`src/rtl/sc_level_progress_tracker_if.sv`:
```
// ============================================================================
// Module   : sc_level_progress_tracker_if
// Brief    : Signal bundle between the level state machine / playfield logic
//            and the level progress tracker.
// Revision : 1.0
// ============================================================================
`default_nettype none

interface sc_level_progress_tracker_if #(
  parameter int CURRENT_LEVEDATAWIDTH = 3,
  parameter int PROGRESS_DATAWIDTH    = 5
);
  logic                             SC_LEVEL_PROGRESS_FrogArrived_InLow;
  logic                             SC_LEVEL_PROGRESS_StartCount_In;
  logic                             SC_LEVEL_PROGRESS_LevelFinished_In;
  logic                             SC_LEVEL_PROGRESS_FinishedGame_In;
  logic [CURRENT_LEVEDATAWIDTH-1:0] SC_LEVEL_PROGRESS_CurrentLevel_Out;
  logic [PROGRESS_DATAWIDTH-1:0]    SC_LEVEL_PROGRESS_LvlProgressCount_Out;
  logic                             SC_LEVEL_PROGRESS_GoalReached_Out;

  modport master (
    output SC_LEVEL_PROGRESS_FrogArrived_InLow,
    output SC_LEVEL_PROGRESS_StartCount_In,
    output SC_LEVEL_PROGRESS_LevelFinished_In,
    output SC_LEVEL_PROGRESS_FinishedGame_In,
    input  SC_LEVEL_PROGRESS_CurrentLevel_Out,
    input  SC_LEVEL_PROGRESS_LvlProgressCount_Out,
    input  SC_LEVEL_PROGRESS_GoalReached_Out
  );

  modport slave (
    input  SC_LEVEL_PROGRESS_FrogArrived_InLow,
    input  SC_LEVEL_PROGRESS_StartCount_In,
    input  SC_LEVEL_PROGRESS_LevelFinished_In,
    input  SC_LEVEL_PROGRESS_FinishedGame_In,
    output SC_LEVEL_PROGRESS_CurrentLevel_Out,
    output SC_LEVEL_PROGRESS_LvlProgressCount_Out,
    output SC_LEVEL_PROGRESS_GoalReached_Out
  );
endinterface

`default_nettype wire

```
`src/rtl/sc_level_progress_tracker.sv`:
```
// ============================================================================
// Module   : sc_level_progress_tracker
// Brief    : Counts frog crossings per level, flags the level goal and
//            advances/freezes the level on state-machine request.
// Revision : 1.0
// ============================================================================
`default_nettype none

module sc_level_progress_tracker #(
  parameter int CURRENT_LEVEDATAWIDTH = 3,
  parameter int PROGRESS_DATAWIDTH    = 5,
  parameter int GOAL_LEVEL_1          = 5,
  parameter int GOAL_LEVEL_2          = 8,
  parameter int GOAL_LEVEL_3          = 12,
  parameter int MAX_LEVEL             = 3
) (
  input wire logic                   SC_LEVEL_PROGRESS_CLOCK_50,
  input wire logic                   SC_LEVEL_PROGRESS_RESET_InHigh,
  sc_level_progress_tracker_if.slave bus
);

  localparam logic [CURRENT_LEVEDATAWIDTH-1:0] c_LVL_0    = '0;
  localparam logic [CURRENT_LEVEDATAWIDTH-1:0] c_LVL_1    = CURRENT_LEVEDATAWIDTH'(1);
  localparam logic [CURRENT_LEVEDATAWIDTH-1:0] c_LVL_2    = CURRENT_LEVEDATAWIDTH'(2);
  localparam logic [CURRENT_LEVEDATAWIDTH-1:0] c_LVL_3    = CURRENT_LEVEDATAWIDTH'(3);
  localparam logic [CURRENT_LEVEDATAWIDTH-1:0] c_LVL_MAX  = CURRENT_LEVEDATAWIDTH'(MAX_LEVEL);
  localparam logic [PROGRESS_DATAWIDTH-1:0]    c_GOAL_1   = PROGRESS_DATAWIDTH'(GOAL_LEVEL_1);
  localparam logic [PROGRESS_DATAWIDTH-1:0]    c_GOAL_2   = PROGRESS_DATAWIDTH'(GOAL_LEVEL_2);
  localparam logic [PROGRESS_DATAWIDTH-1:0]    c_GOAL_3   = PROGRESS_DATAWIDTH'(GOAL_LEVEL_3);
  localparam logic [PROGRESS_DATAWIDTH-1:0]    c_CNT_MAX  = '1;

  typedef enum logic [2:0] {
    ST_IDLE     = 3'd0,
    ST_COUNTING = 3'd1,
    ST_GOAL     = 3'd2,
    ST_ADVANCE  = 3'd3,
    ST_FROZEN   = 3'd4
  } state_t;

  state_t                           r_state,  w_state_nxt;
  logic                             r_arrival;
  logic [CURRENT_LEVEDATAWIDTH-1:0] r_level,  w_level_nxt;
  logic [PROGRESS_DATAWIDTH-1:0]    r_count,  w_count_nxt;
  logic                             r_goal,   w_goal_nxt;
  logic [PROGRESS_DATAWIDTH-1:0]    w_goal_val;
  logic [PROGRESS_DATAWIDTH-1:0]    w_count_inc;
  logic                             w_edge;

  // Falling edge of the active-low arrival line marks one crossing.
  assign w_edge = r_arrival & ~bus.SC_LEVEL_PROGRESS_FrogArrived_InLow;

  always_comb begin
    w_goal_val = c_GOAL_3;
    case (r_level)
      c_LVL_1: w_goal_val = c_GOAL_1;
      c_LVL_2: w_goal_val = c_GOAL_2;
      c_LVL_3: w_goal_val = c_GOAL_3;
      default: w_goal_val = c_GOAL_3;
    endcase
  end

  assign w_count_inc = (r_count == c_CNT_MAX) ? r_count : r_count + 1'b1;

  always_ff @(posedge SC_LEVEL_PROGRESS_CLOCK_50) begin
    if (SC_LEVEL_PROGRESS_RESET_InHigh) begin
      r_state   <= ST_IDLE;
      r_arrival <= 1'b1;
      r_level   <= c_LVL_0;
      r_count   <= '0;
      r_goal    <= 1'b0;
    end else begin
      r_state   <= w_state_nxt;
      r_arrival <= bus.SC_LEVEL_PROGRESS_FrogArrived_InLow;
      r_level   <= w_level_nxt;
      r_count   <= w_count_nxt;
      r_goal    <= w_goal_nxt;
    end
  end

  always_comb begin
    w_state_nxt = r_state;
    w_level_nxt = r_level;
    w_count_nxt = r_count;
    w_goal_nxt  = r_goal;
    if (bus.SC_LEVEL_PROGRESS_FinishedGame_In) begin
      w_state_nxt = ST_FROZEN;
    end else begin
      case (r_state)
        ST_IDLE: begin
          if (bus.SC_LEVEL_PROGRESS_StartCount_In) begin
            w_state_nxt = ST_COUNTING;
            w_level_nxt = (r_level == c_LVL_0) ? c_LVL_1 : r_level;
            w_count_nxt = '0;
          end
        end
        ST_COUNTING: begin
          if (!bus.SC_LEVEL_PROGRESS_StartCount_In) begin
            w_state_nxt = ST_IDLE;
          end else if (w_edge) begin
            w_count_nxt = w_count_inc;
            if (w_count_inc == w_goal_val) begin
              w_state_nxt = ST_GOAL;
              w_goal_nxt  = 1'b1;
            end
          end
        end
        ST_GOAL: begin
          if (bus.SC_LEVEL_PROGRESS_LevelFinished_In) begin
            w_state_nxt = ST_ADVANCE;
          end
        end
        ST_ADVANCE: begin
          w_count_nxt = '0;
          w_goal_nxt  = 1'b0;
          w_level_nxt = r_level + 1'b1;
          w_state_nxt = (r_level == c_LVL_MAX) ? ST_FROZEN : ST_IDLE;
        end
        ST_FROZEN: begin
          w_state_nxt = ST_FROZEN;
        end
        default: begin
          w_state_nxt = ST_IDLE;
        end
      endcase
    end
  end

  assign bus.SC_LEVEL_PROGRESS_CurrentLevel_Out     = r_level;
  assign bus.SC_LEVEL_PROGRESS_LvlProgressCount_Out = r_count;
  assign bus.SC_LEVEL_PROGRESS_GoalReached_Out      = r_goal;

endmodule

`default_nettype wire

```
`src/flat_wrapper.sv`:
```
// flat-port wrapper written by rule: the top's interface ports become plain ports
module sc_level_progress_tracker_flat 
#(
  parameter int CURRENT_LEVEDATAWIDTH = 3,
  parameter int PROGRESS_DATAWIDTH    = 5,
  parameter int GOAL_LEVEL_1          = 5,
  parameter int GOAL_LEVEL_2          = 8,
  parameter int GOAL_LEVEL_3          = 12,
  parameter int MAX_LEVEL             = 3
)
  (SC_LEVEL_PROGRESS_CLOCK_50, SC_LEVEL_PROGRESS_RESET_InHigh, bus_SC_LEVEL_PROGRESS_FrogArrived_InLow, bus_SC_LEVEL_PROGRESS_StartCount_In, bus_SC_LEVEL_PROGRESS_LevelFinished_In, bus_SC_LEVEL_PROGRESS_FinishedGame_In, bus_SC_LEVEL_PROGRESS_CurrentLevel_Out, bus_SC_LEVEL_PROGRESS_LvlProgressCount_Out, bus_SC_LEVEL_PROGRESS_GoalReached_Out);
  sc_level_progress_tracker_if #(.CURRENT_LEVEDATAWIDTH(CURRENT_LEVEDATAWIDTH), .PROGRESS_DATAWIDTH(PROGRESS_DATAWIDTH)) bus_i ();
  input wire logic SC_LEVEL_PROGRESS_CLOCK_50;
  input wire logic SC_LEVEL_PROGRESS_RESET_InHigh;
  input wire logic [$bits(bus_i.SC_LEVEL_PROGRESS_FrogArrived_InLow)-1:0] bus_SC_LEVEL_PROGRESS_FrogArrived_InLow;
  input wire logic [$bits(bus_i.SC_LEVEL_PROGRESS_StartCount_In)-1:0] bus_SC_LEVEL_PROGRESS_StartCount_In;
  input wire logic [$bits(bus_i.SC_LEVEL_PROGRESS_LevelFinished_In)-1:0] bus_SC_LEVEL_PROGRESS_LevelFinished_In;
  input wire logic [$bits(bus_i.SC_LEVEL_PROGRESS_FinishedGame_In)-1:0] bus_SC_LEVEL_PROGRESS_FinishedGame_In;
  output wire logic [$bits(bus_i.SC_LEVEL_PROGRESS_CurrentLevel_Out)-1:0] bus_SC_LEVEL_PROGRESS_CurrentLevel_Out;
  output wire logic [$bits(bus_i.SC_LEVEL_PROGRESS_LvlProgressCount_Out)-1:0] bus_SC_LEVEL_PROGRESS_LvlProgressCount_Out;
  output wire logic [$bits(bus_i.SC_LEVEL_PROGRESS_GoalReached_Out)-1:0] bus_SC_LEVEL_PROGRESS_GoalReached_Out;
  assign bus_i.SC_LEVEL_PROGRESS_FrogArrived_InLow = bus_SC_LEVEL_PROGRESS_FrogArrived_InLow;
  assign bus_i.SC_LEVEL_PROGRESS_StartCount_In = bus_SC_LEVEL_PROGRESS_StartCount_In;
  assign bus_i.SC_LEVEL_PROGRESS_LevelFinished_In = bus_SC_LEVEL_PROGRESS_LevelFinished_In;
  assign bus_i.SC_LEVEL_PROGRESS_FinishedGame_In = bus_SC_LEVEL_PROGRESS_FinishedGame_In;
  assign bus_SC_LEVEL_PROGRESS_CurrentLevel_Out = bus_i.SC_LEVEL_PROGRESS_CurrentLevel_Out;
  assign bus_SC_LEVEL_PROGRESS_LvlProgressCount_Out = bus_i.SC_LEVEL_PROGRESS_LvlProgressCount_Out;
  assign bus_SC_LEVEL_PROGRESS_GoalReached_Out = bus_i.SC_LEVEL_PROGRESS_GoalReached_Out;
  sc_level_progress_tracker #(.CURRENT_LEVEDATAWIDTH(CURRENT_LEVEDATAWIDTH), .PROGRESS_DATAWIDTH(PROGRESS_DATAWIDTH), .GOAL_LEVEL_1(GOAL_LEVEL_1), .GOAL_LEVEL_2(GOAL_LEVEL_2), .GOAL_LEVEL_3(GOAL_LEVEL_3), .MAX_LEVEL(MAX_LEVEL)) u_core (.SC_LEVEL_PROGRESS_CLOCK_50(SC_LEVEL_PROGRESS_CLOCK_50), .SC_LEVEL_PROGRESS_RESET_InHigh(SC_LEVEL_PROGRESS_RESET_InHigh), .bus(bus_i));
endmodule
```
`config.mk`:
```
export PLATFORM = sky130hd
export DESIGN_NAME = sc_level_progress_tracker_flat
export DESIGN_NICKNAME = d
export VERILOG_FILES = /design/src/rtl/sc_level_progress_tracker_if.sv /design/src/rtl/sc_level_progress_tracker.sv /design/src/flat_wrapper.sv
export SDC_FILE = /design/constraint.sdc
export NUM_CORES = 1
export LEC_CHECK = 0
export CORE_UTILIZATION = 37
export DETAILED_ROUTE_END_ITERATION = 10
export DONT_BUFFER_PORTS = 1
export SLEW_MARGIN = 20
export SYNTH_ARGS = -nofsm -noshare
export SYNTH_HDL_FRONTEND = slang
export SYNTH_SLANG_ARGS = --single-unit
```
`constraint.sdc`:
```
create_clock -name SC_LEVEL_PROGRESS_CLOCK_50 -period 4.4 [get_ports SC_LEVEL_PROGRESS_CLOCK_50]
set_input_delay 0.44 -clock SC_LEVEL_PROGRESS_CLOCK_50 [delete_from_list [all_inputs] [get_ports SC_LEVEL_PROGRESS_CLOCK_50]]
set_output_delay 0.44 -clock SC_LEVEL_PROGRESS_CLOCK_50 [all_outputs]
set_load 0.005 [all_outputs]
```
==> out/qor.yml, run 1 <==
die_w_um: 48.7
slew_viol_final: 0
worst_path_dominant_cell_family: "simple AND/OR/NAND/NOR gates"
ys_types: 34
fp.dieArea_um2: 2370
numPortBuffers: 0
grt_max_degree: 14
final.setup.tns_ns: 0
aggregate_routed_wire_length_um: 1840
timing_worst_setup_path_type: "reg2reg"
ys_warn_count: 0
tightestPinTransition_ns: 0.380
place_worst_setup_slack_ns: 2.37
cts.repair.resized: 0
remaining_global_route_overflow: 0
synth_edf_count: 0
largest_area_contributor_in_the_netlist: "sky130_fd_sc_hd__dfxtp_1"
status: "finished clean"
fraction_of_the_mapped_netlist_area_in_compound_gates: 0.236
critical_path_peak_fanout: 7
ordered_list_of_cells_on_the_worst_path: "ha_1 -> or4b_1 -> nor3b_2 -> mux2i_1 -> a311o_1 -> o21ai_0"
syn_avg_cell_area_um2: 8.59
drt-pass1-iter-count: 4
postCtsSetupRepairBufs: 0
n_fill_cell: 215
worst_path_max_delay_cell: "sky130_fd_sc_hd__or4b_1"
post_synth_main_area_contributors: "sky130_fd_sc_hd__dfxtp_1, sky130_fd_sc_hd__ha_1, sky130_fd_sc_hd__a21oi_1"
drive_gt1_frac: 0.0737
synth-async-reset-ratio: 0
total_power_uw: 217
setup.worst_path.start_class: "register"
vias_per_cell: 5.90
static-leakage-power_uw: 0.000291
critical_path_arrival_ns: 2.30
final_period_minus_worst_setup_slack_ns: 2.08
clkSlewWorstSetupHoldPaths_ns: 0.08
main_combinational_cell_family_by_area_after_synthesis: "simple AND/OR/NAND/NOR gates"
synth_ff_type: "sky130_fd_sc_hd__dfxtp_1"
clkLatencyLatePin_ns: 0.28
die_height_um: 48.7
synth.area.mux_share: 0.0248
synth.top_cell.area_share: 0.322
synth.cell_area_um2: 807
timing.critical_path.buf_inv: 0
detailroute.via_count: 720
clock_skew_ns: 0.000707
fin_ws_ns: 2.32
place_area_um2: 830
yosys.area_share.xor_xnor: 0.0109
max_freq_ghz: 0.480
synthesis.instances: 94
tritoncts: "built"
ctsHoldBuffers: 0
rsz0062_at_grt: "no"
synth_fa_ha_area_frac: 0.0930
synth_simple_gate_area_frac: 0.285
drt.antenna.violating_nets: 0
grt.total_usage: 0.172
cp_slowest_stage_delay_ns: 0.57
tritoncts.num_buffers: 3
place.detailed.hpwl_um: 1310
pin_count: 15
cts_sinks: 13
grt_pass1_wl_um: 3070
report.final.hold_viol_count: 0
period_share: 0.474
worst_ir_drop_vdd_mv: 0.123
synth-seq-area-share: 0.322
cap_viol_max_count: 0
area_growth_syn_to_layout_pct: 6.05
min_path_type: "in2reg"
final_design_area_no_fill_um2: 856
synthesis.nets: 106
ctsRootBufferMaster: "sky130_fd_sc_hd__clkbuf_4"
design.core.area_um2: 2000
start_util: 0.403
end_kind: "register"
clock_tree.buffer_depth: 2
max-slew-margin-rel: 0.746
synth.ff_latch_count: 13
finalSetupViolations: 0
remaining_drc_errors: 0
cts_htree_levels: 1
worst_ep_required_time_ns: 4.61
num_antenna_cells: 0
fp-row-count: 16
antenna_found_initial: 0
initialDrtViolationCount: 24
routed_wire_length_per_instance_um: 15.1
nets: 108
power-per-cell-area_nw_per_um2: 253
globalplace.congestion: 0.804
number_of_global_route_vias_before_repair: 693
-- final timing paths --
| kind | startpoint | to | slack (ns) | cells after the start |
|---|---|---|---|---|
| hold / removal | SC_LEVEL_PROGRESS_RESET_InHigh | register | 0.21 | 1 |
| hold reg to reg | u_core.bus.SC_LEVEL_PROGRESS_GoalReached_Out | u_core.bus.SC_LEVEL_PROGRESS_GoalReached_Out | 0.51 | 2 |
| setup reg to reg | register | u_core.bus.SC_LEVEL_PROGRESS_GoalReached_Out | 2.32 | 6 |
| setup / recovery | register | u_core.bus.SC_LEVEL_PROGRESS_GoalReached_Out | 2.32 | 6 |
-- stage by stage --
| step | hold slack (ns) | utilization | std cells |
|---|---|---|---|
| finish | 0.214 | 0.428 | 122 |
| floorplan | 0.465 | - | 94 |
| global route | 0.200 | 0.428 | 122 |
| CTS | 0.209 | 0.428 | 122 |
| detailed placement | 0.498 | 0.414 | 118 |
| global placement | 0.492 | 0.414 | 118 |
-- per-layer routing --
metal	global-route usage	share of wire	vias up	routed length (um)
met3	0.0849	0.074	4	137
met1	0.203	0.45	336	831
met5	0	0	-	0
li1	-	-	360	-
met4	0.0441	0.010	0	19
met2	0.278	0.46	20	854
-- cell usage after synthesis, types with 2 or more instances --
library cell and instances:
sky130_fd_sc_hd__dfxtp_1 13, sky130_fd_sc_hd__a21oi_1 10, sky130_fd_sc_hd__nor2_1 10, sky130_fd_sc_hd__ha_1 6, sky130_fd_sc_hd__nand2b_1 5, sky130_fd_sc_hd__nand4b_1 5, sky130_fd_sc_hd__o21ai_0 4, sky130_fd_sc_hd__a21boi_0 3
sky130_fd_sc_hd__clkbuf_1 3, sky130_fd_sc_hd__inv_1 3, sky130_fd_sc_hd__a211oi_1 2, sky130_fd_sc_hd__a31oi_1 2, sky130_fd_sc_hd__and3_1 2, sky130_fd_sc_hd__mux2i_1 2, sky130_fd_sc_hd__nand2_1 2, sky130_fd_sc_hd__nand4_1 2
sky130_fd_sc_hd__nor3b_1 2, sky130_fd_sc_hd__o211ai_1 2
-- registers in the layout, indices dropped and copies added, names as in the netlist --
name and flops:
u_core.bus.SC_LEVEL_PROGRESS_LvlProgressCount_Out 5, u_core.r_arrival 1, u_core.r_state 3, u_core.bus.SC_LEVEL_PROGRESS_GoalReached_Out 1, u_core.bus.SC_LEVEL_PROGRESS_CurrentLevel_Out 3
-- kinds of logic (layout without fill, tap and decap cells) --
family                     count (synthesis)  after routing
AOI/OAI and AO/OA                         29             29
adders and majority gates                  6              6
muxes                                      2              2
buffers and inverters                      6              7
and+or+nand+nor                           37             37
DFF                                       13             13
xor gates and xnor gates                   1              1
-- worst reg2reg max path, delay by kind of cell (launching register included) --
kind                       cells  cell delay (ns)
adders and majority gates      1             0.30
AOI/OAI and AO/OA              2             0.36
muxes                          1             0.11
and+or+nand+nor                2             0.76
DFF                            1             0.48
-- area by class of cell --
type                       instances  area, um^2  share of cell area
multi-input combinational         75         524               0.613
inverter                           3        11.3              0.0132
sequential                        13         260               0.304
clock buffer                       4        26.3              0.0307
tap                               27        33.8              0.0395
-- where the power goes --
part	internal, uW	total (uW)	switching [uW]
Clock	35.3	76.3	41.0
Sequential	120	124	3.86
Combinational	8.12	16.8	8.73
-- cells in the final DEF, fill, tap and decap left out, types with 2 or more instances in the layout --
| cell | count |
|---|---|
| sky130_fd_sc_hd__o21ai_0 | 4 |
| sky130_fd_sc_hd__nand2_1 | 2 |
| sky130_fd_sc_hd__nand4_1 | 2 |
| sky130_fd_sc_hd__clkbuf_4 | 3 |
| sky130_fd_sc_hd__nand4b_1 | 5 |
| sky130_fd_sc_hd__a21oi_1 | 10 |
| sky130_fd_sc_hd__nor2_1 | 10 |
| sky130_fd_sc_hd__a31oi_1 | 2 |
| sky130_fd_sc_hd__dfxtp_1 | 13 |
| sky130_fd_sc_hd__a21boi_0 | 3 |
| sky130_fd_sc_hd__a211oi_1 | 2 |
| sky130_fd_sc_hd__mux2i_1 | 2 |
| sky130_fd_sc_hd__and3_1 | 2 |
| sky130_fd_sc_hd__nand2b_1 | 5 |
| sky130_fd_sc_hd__nor3b_1 | 2 |
| sky130_fd_sc_hd__o211ai_1 | 2 |
| sky130_fd_sc_hd__ha_1 | 6 |
| sky130_fd_sc_hd__inv_1 | 3 |
Note: power is estimated with default switching activity, not from simulation.
==> run 2: changes to the inputs <==
==> constraint.sdc (replaced) <==
create_clock -name SC_LEVEL_PROGRESS_CLOCK_50 -period 2.2 [get_ports SC_LEVEL_PROGRESS_CLOCK_50]
set_input_delay 0.22 -clock SC_LEVEL_PROGRESS_CLOCK_50 [delete_from_list [all_inputs] [get_ports SC_LEVEL_PROGRESS_CLOCK_50]]
set_output_delay 0.22 -clock SC_LEVEL_PROGRESS_CLOCK_50 [all_outputs]
set_load 0.005 [all_outputs]
==> out/qor.yml, run 2 (same netlist as run 1, synthesis figures left out) <==
ordered_list_of_cells_on_the_worst_path: "ha_1 -> or4b_1 -> nor3b_2 -> mux2i_1 -> a311o_1 -> o21ai_0"
layout.cells.most_common_list: "sky130_fd_sc_hd__dfxtp_1, sky130_fd_sc_hd__nor2_1, sky130_fd_sc_hd__a21oi_1"
mostFrequentLayoutCell: "sky130_fd_sc_hd__dfxtp_1"
final.setup.tns_ns: 0
n_fill_cell: 213
num_antenna_cells: 0
drt-pass1-iter-count: 6
grt_max_degree: 12
tritoncts: "built"
cp_slowest_stage_delay_ns: 0.57
remaining_drc_errors: 0
number_of_global_route_vias_before_repair: 692
finalSetupViolations: 0
nets: 110
cts_htree_levels: 1
largest_register_ffs: 5
postCtsSetupRepairBufs: 0
numPortBuffers: 0
slew_viol_final: 0
fp-row-count: 16
pin_count: 15
r2r_end: "u_core.r_state[1]"
timing.critical_path.buf_inv: 0
vias_per_cell: 5.69
worst_ir_drop_vdd_mv: 0.286
aggregate_routed_wire_length_um: 1810
die_height_um: 48.7
fp.dieArea_um2: 2370
min_path_type: "in2reg"
critical_path_arrival_ns: 2.17
clock_tree.buffer_depth: 2
drive_gt1_frac: 0.0825
setup.worst_path.start_class: "register"
r2r_slack_ns: 0.24
initialDrtViolationCount: 7
power-per-cell-area_nw_per_um2: 503
area_growth_syn_to_layout_pct: 8.22
critical_path_peak_fanout: 5
worst_ep_required_time_ns: 2.41
status: "finished clean"
drt.antenna.violating_nets: 0
grt.total_usage: 0.165
die_w_um: 48.7
antenna_found_initial: 0
design.core.area_um2: 2000
rr_worst_depth: 6
remaining_global_route_overflow: 0
place.detailed.hpwl_um: 1310
clkLatencyLatePin_ns: 0.28
clock_skew_ns: 0.000402
finish.utilization: 0.436
path_depth: 6
cap_viol_max_count: 0
globalplace.congestion: 0.785
worst_path_dominant_cell_family: "simple AND/OR/NAND/NOR gates"
ctsRootBufferMaster: "sky130_fd_sc_hd__clkbuf_4"
rsz0062_at_grt: "no"
start_util: 0.403
timing_worst_setup_path_type: "reg2reg"
worst_path_max_delay_cell: "sky130_fd_sc_hd__or4b_1"
routed_wire_length_per_instance_um: 14.6
final_period_minus_worst_setup_slack_ns: 1.96
static-leakage-power_uw: 0.000301
report.final.hold_viol_count: 0
tightestPinTransition_ns: 0.390
cts.repair.resized: 0
grt_pass1_wl_um: 3030
period_share: 0.891
detailroute.via_count: 705
max-slew-margin-rel: 0.739
cts_sinks: 13
tritoncts.num_buffers: 3
end_kind: "register"
max_freq_ghz: 0.510
clkSlewWorstSetupHoldPaths_ns: 0.08
destination_of_the_critical_timing_path: "u_core.r_state[1]"
-- run 2: cell count changes in the layout (fill, tap and decap cells not counted) --
| cell | before | now |
|---|---|---|
| sky130_fd_sc_hd__dlygate4sd3_1 | 0 | 1 |
| sky130_fd_sc_hd__buf_4 | 0 | 1 |
-- run 2: layer usage --
metal  global-route usage  share of wire
met1                0.189           0.46
met2                0.273           0.46
met3               0.0786          0.065
met4               0.0441         0.0066
met5                    0              0
-- run 2: metrics by stage --
step / power [uW] / cell area (um^2) / hold slack, ns / setup WS, ns / instances
3_3_place_gp: 286 / 837 / 0.292 / 0.307 / 119
5_1_grt: 460 / 873 / 0.0295 / 0.124 / 124
2_1_floorplan: 281 / 807 / 0.327 / 0.315 / 94
4_1_cts: 446 / 873 / 0.0367 / 0.243 / 124
6_report: 439 / 873 / 0.0439 / 0.240 / 124
3_5_place_dp: 287 / 837 / 0.294 / 0.255 / 119
-- run 2: area by class of cell --
class	instances	area (um^2)	share of cell area
multi-input cells	75	524	0.600
clock buffers	4	26.3	0.0301
repair buffers	2	17.5	0.0201
inverters	3	11.3	0.0129
well taps	27	33.8	0.0387
flip-flops and latches	13	260	0.298
-- run 2: repair_timing --
item,in CTS,in global routing
hold buffers,1,0
endpoints found under the setup margin,0,0
hold endpoints to repair,9,0
-- run 2: how the worst min path moves through the flow --
stage,start,to,cells past startpoint
4_1_cts,SC_LEVEL_PROGRESS_RESET_InHigh,u_core.r_arrival,1
5_1_grt,SC_LEVEL_PROGRESS_RESET_InHigh,u_core.r_arrival,1
2_1_floorplan,bus_SC_LEVEL_PROGRESS_FrogArrived_InLow,u_core.r_arrival,1
3_3_place_gp,SC_LEVEL_PROGRESS_RESET_InHigh,u_core.r_state[2],1
3_5_place_dp,SC_LEVEL_PROGRESS_RESET_InHigh,register,1
6_report,SC_LEVEL_PROGRESS_RESET_InHigh,u_core.r_arrival,1
-- run 2: report_power, final --
part	total [uW]	switching, uW	internal [uW]
clock network	154	83.8	70.3
logic	38.0	20.4	17.7
registers	247	7.23	240
==> run 3: changes to the inputs <==
--- a/config.mk
+++ b/config.mk
@@ -8,6 +8,7 @@
 export CORE_UTILIZATION = 37
 export DETAILED_ROUTE_END_ITERATION = 10
 export DONT_BUFFER_PORTS = 1
+export PLACE_DENSITY = 0.49
 export SLEW_MARGIN = 20
 export SYNTH_ARGS = -nofsm -noshare
 export SYNTH_HDL_FRONTEND = slang
==> out/qor.yml, run 3 (same netlist as run 1, synthesis figures left out) <==
ordered_list_of_cells_on_the_worst_path: "ha_1 -> or4b_1 -> nor3b_2 -> mux2i_1 -> a311o_1 -> o21ai_0"
max_freq_ghz: 0.503
grt.met1_usage: 0.258
layout.cells.most_common_list: "sky130_fd_sc_hd__dfxtp_1, sky130_fd_sc_hd__nor2_1, sky130_fd_sc_hd__a21oi_1"
final_period_minus_worst_setup_slack_ns: 1.99
slew_viol_final: 0
clkSlewWorstSetupHoldPaths_ns: 0.09
routed_wire_length_per_instance_um: 15.0
globalplace.congestion: 0.812
remaining_drc_errors: 0
setup.worst_path.start_class: "register"
final_design_area_no_fill_um2: 893
worst_ep_required_time_ns: 2.40
clkLatencyLatePin_ns: 0.27
worst_ir_drop_vdd_mv: 0.283
tritoncts.num_buffers: 3
timing_worst_setup_path_type: "reg2reg"
cp_slowest_stage_delay_ns: 0.56
place.detailed.hpwl_um: 1350
top_usage_layer: "met1"
cts_htree_levels: 1
drt.antenna.violating_nets: 0
critical_path_peak_fanout: 5
place_area_um2: 837
detailroute.via_count: 735
n_fill_cell: 201
nets: 112
groute.layer.met3.usage: 0.0440
static-leakage-power_uw: 0.000309
numPortBuffers: 0
design.core.area_um2: 2000
grt_pass1_wl_um: 2980
cts.repair.resized: 0
area_growth_syn_to_layout_pct: 10.7
fp.dieArea_um2: 2370
tightestPinTransition_ns: 0.446
num_antenna_cells: 0
vias_per_cell: 5.83
drive_gt1_frac: 0.0808
antenna_found_initial: 0
worst_path_dominant_cell_family: "simple AND/OR/NAND/NOR gates"
clock_tree.buffer_depth: 2
status: "finished clean"
initialDrtViolationCount: 32
clock_skew_ns: 0.00386
drt-pass1-iter-count: 4
die_height_um: 48.7
ctsRootBufferMaster: "sky130_fd_sc_hd__clkbuf_4"
pin_count: 15
start_util: 0.403
total_power_uw: 438
report.final.hold_viol_count: 0
finalSetupViolations: 0
mostFrequentLayoutCell: "sky130_fd_sc_hd__dfxtp_1"
finish.utilization: 0.446
period_share: 0.903
max-slew-margin-rel: 0.702
worst_path_max_delay_cell: "sky130_fd_sc_hd__or4b_1"
end_kind: "register"
grt.total_usage: 0.164
hold-worst-slack_ns: 0.0532
remaining_global_route_overflow: 0
power-per-cell-area_nw_per_um2: 490
rsz0062_at_grt: "no"
largest_register_ffs: 5
grt_max_degree: 12
fp-row-count: 16
min_path_type: "in2reg"
number_of_global_route_vias_before_repair: 613
cap_viol_max_count: 0
grt_util_met2: 0.218
die_w_um: 48.7
critical_path_arrival_ns: 2.19
timing.critical_path.buf_inv: 0
aggregate_routed_wire_length_um: 1880
tritoncts: "built"
final.setup.tns_ns: 0
cts_sinks: 13
## run 3: area by class of cell
class                   instances  area [um^2]  area share
inverters                       3         11.3      0.0126
clock buffers                   4         26.3      0.0294
repair buffers                  4         37.5      0.0420
well taps                      27         33.8      0.0378
flip-flops and latches         13          260       0.291
multi-input cells              75          524       0.587
## run 3: path summary, 6_finish.rpt
check,startpoint,to,slack [ns],cells past startpoint
setup / recovery,register,u_core.r_state[1],0.21,6
hold / removal,SC_LEVEL_PROGRESS_RESET_InHigh,u_core.r_arrival,0.05,1
setup reg to reg,register,u_core.r_state[1],0.21,6
hold reg to reg,u_core.bus.SC_LEVEL_PROGRESS_GoalReached_Out,u_core.bus.SC_LEVEL_PROGRESS_GoalReached_Out,0.51,2
## run 3: layer usage
layer / up-vias / share of wire
met4: 0 / 0
met5: - / 0
met3: 0 / 0.050
met2: 24 / 0.44
met1: 344 / 0.51
li1: 367 / -
## run 3: through the flow
step	instances	worst slack, ns
3_5_place_dp	119	0.249
3_3_place_gp	119	0.283
2_1_floorplan	94	0.315
5_1_grt	126	0.101
6_report	126	0.213
4_1_cts	124	0.219
## run 3: power by group
group	switching [uW]	internal (uW)
sequential	7.65	240
combinational	21.2	20.1
clock	79.3	70.0
## run 3: worst register-to-register path: stages (launching register included)
cell and delay, ns:
sky130_fd_sc_hd__dfxtp_1 0.41, sky130_fd_sc_hd__ha_1 0.27, sky130_fd_sc_hd__or4b_1 0.56, sky130_fd_sc_hd__nor3b_2 0.18, sky130_fd_sc_hd__mux2i_1 0.11, sky130_fd_sc_hd__a311o_1 0.30
sky130_fd_sc_hd__o21ai_0 0.08
## run 3: what timing repair did
item | 4_1_cts | 5_1_grt
buffers inserted | 0 | 0
hold buffers | 1 | 2
hold endpoints to repair | 4 | 4
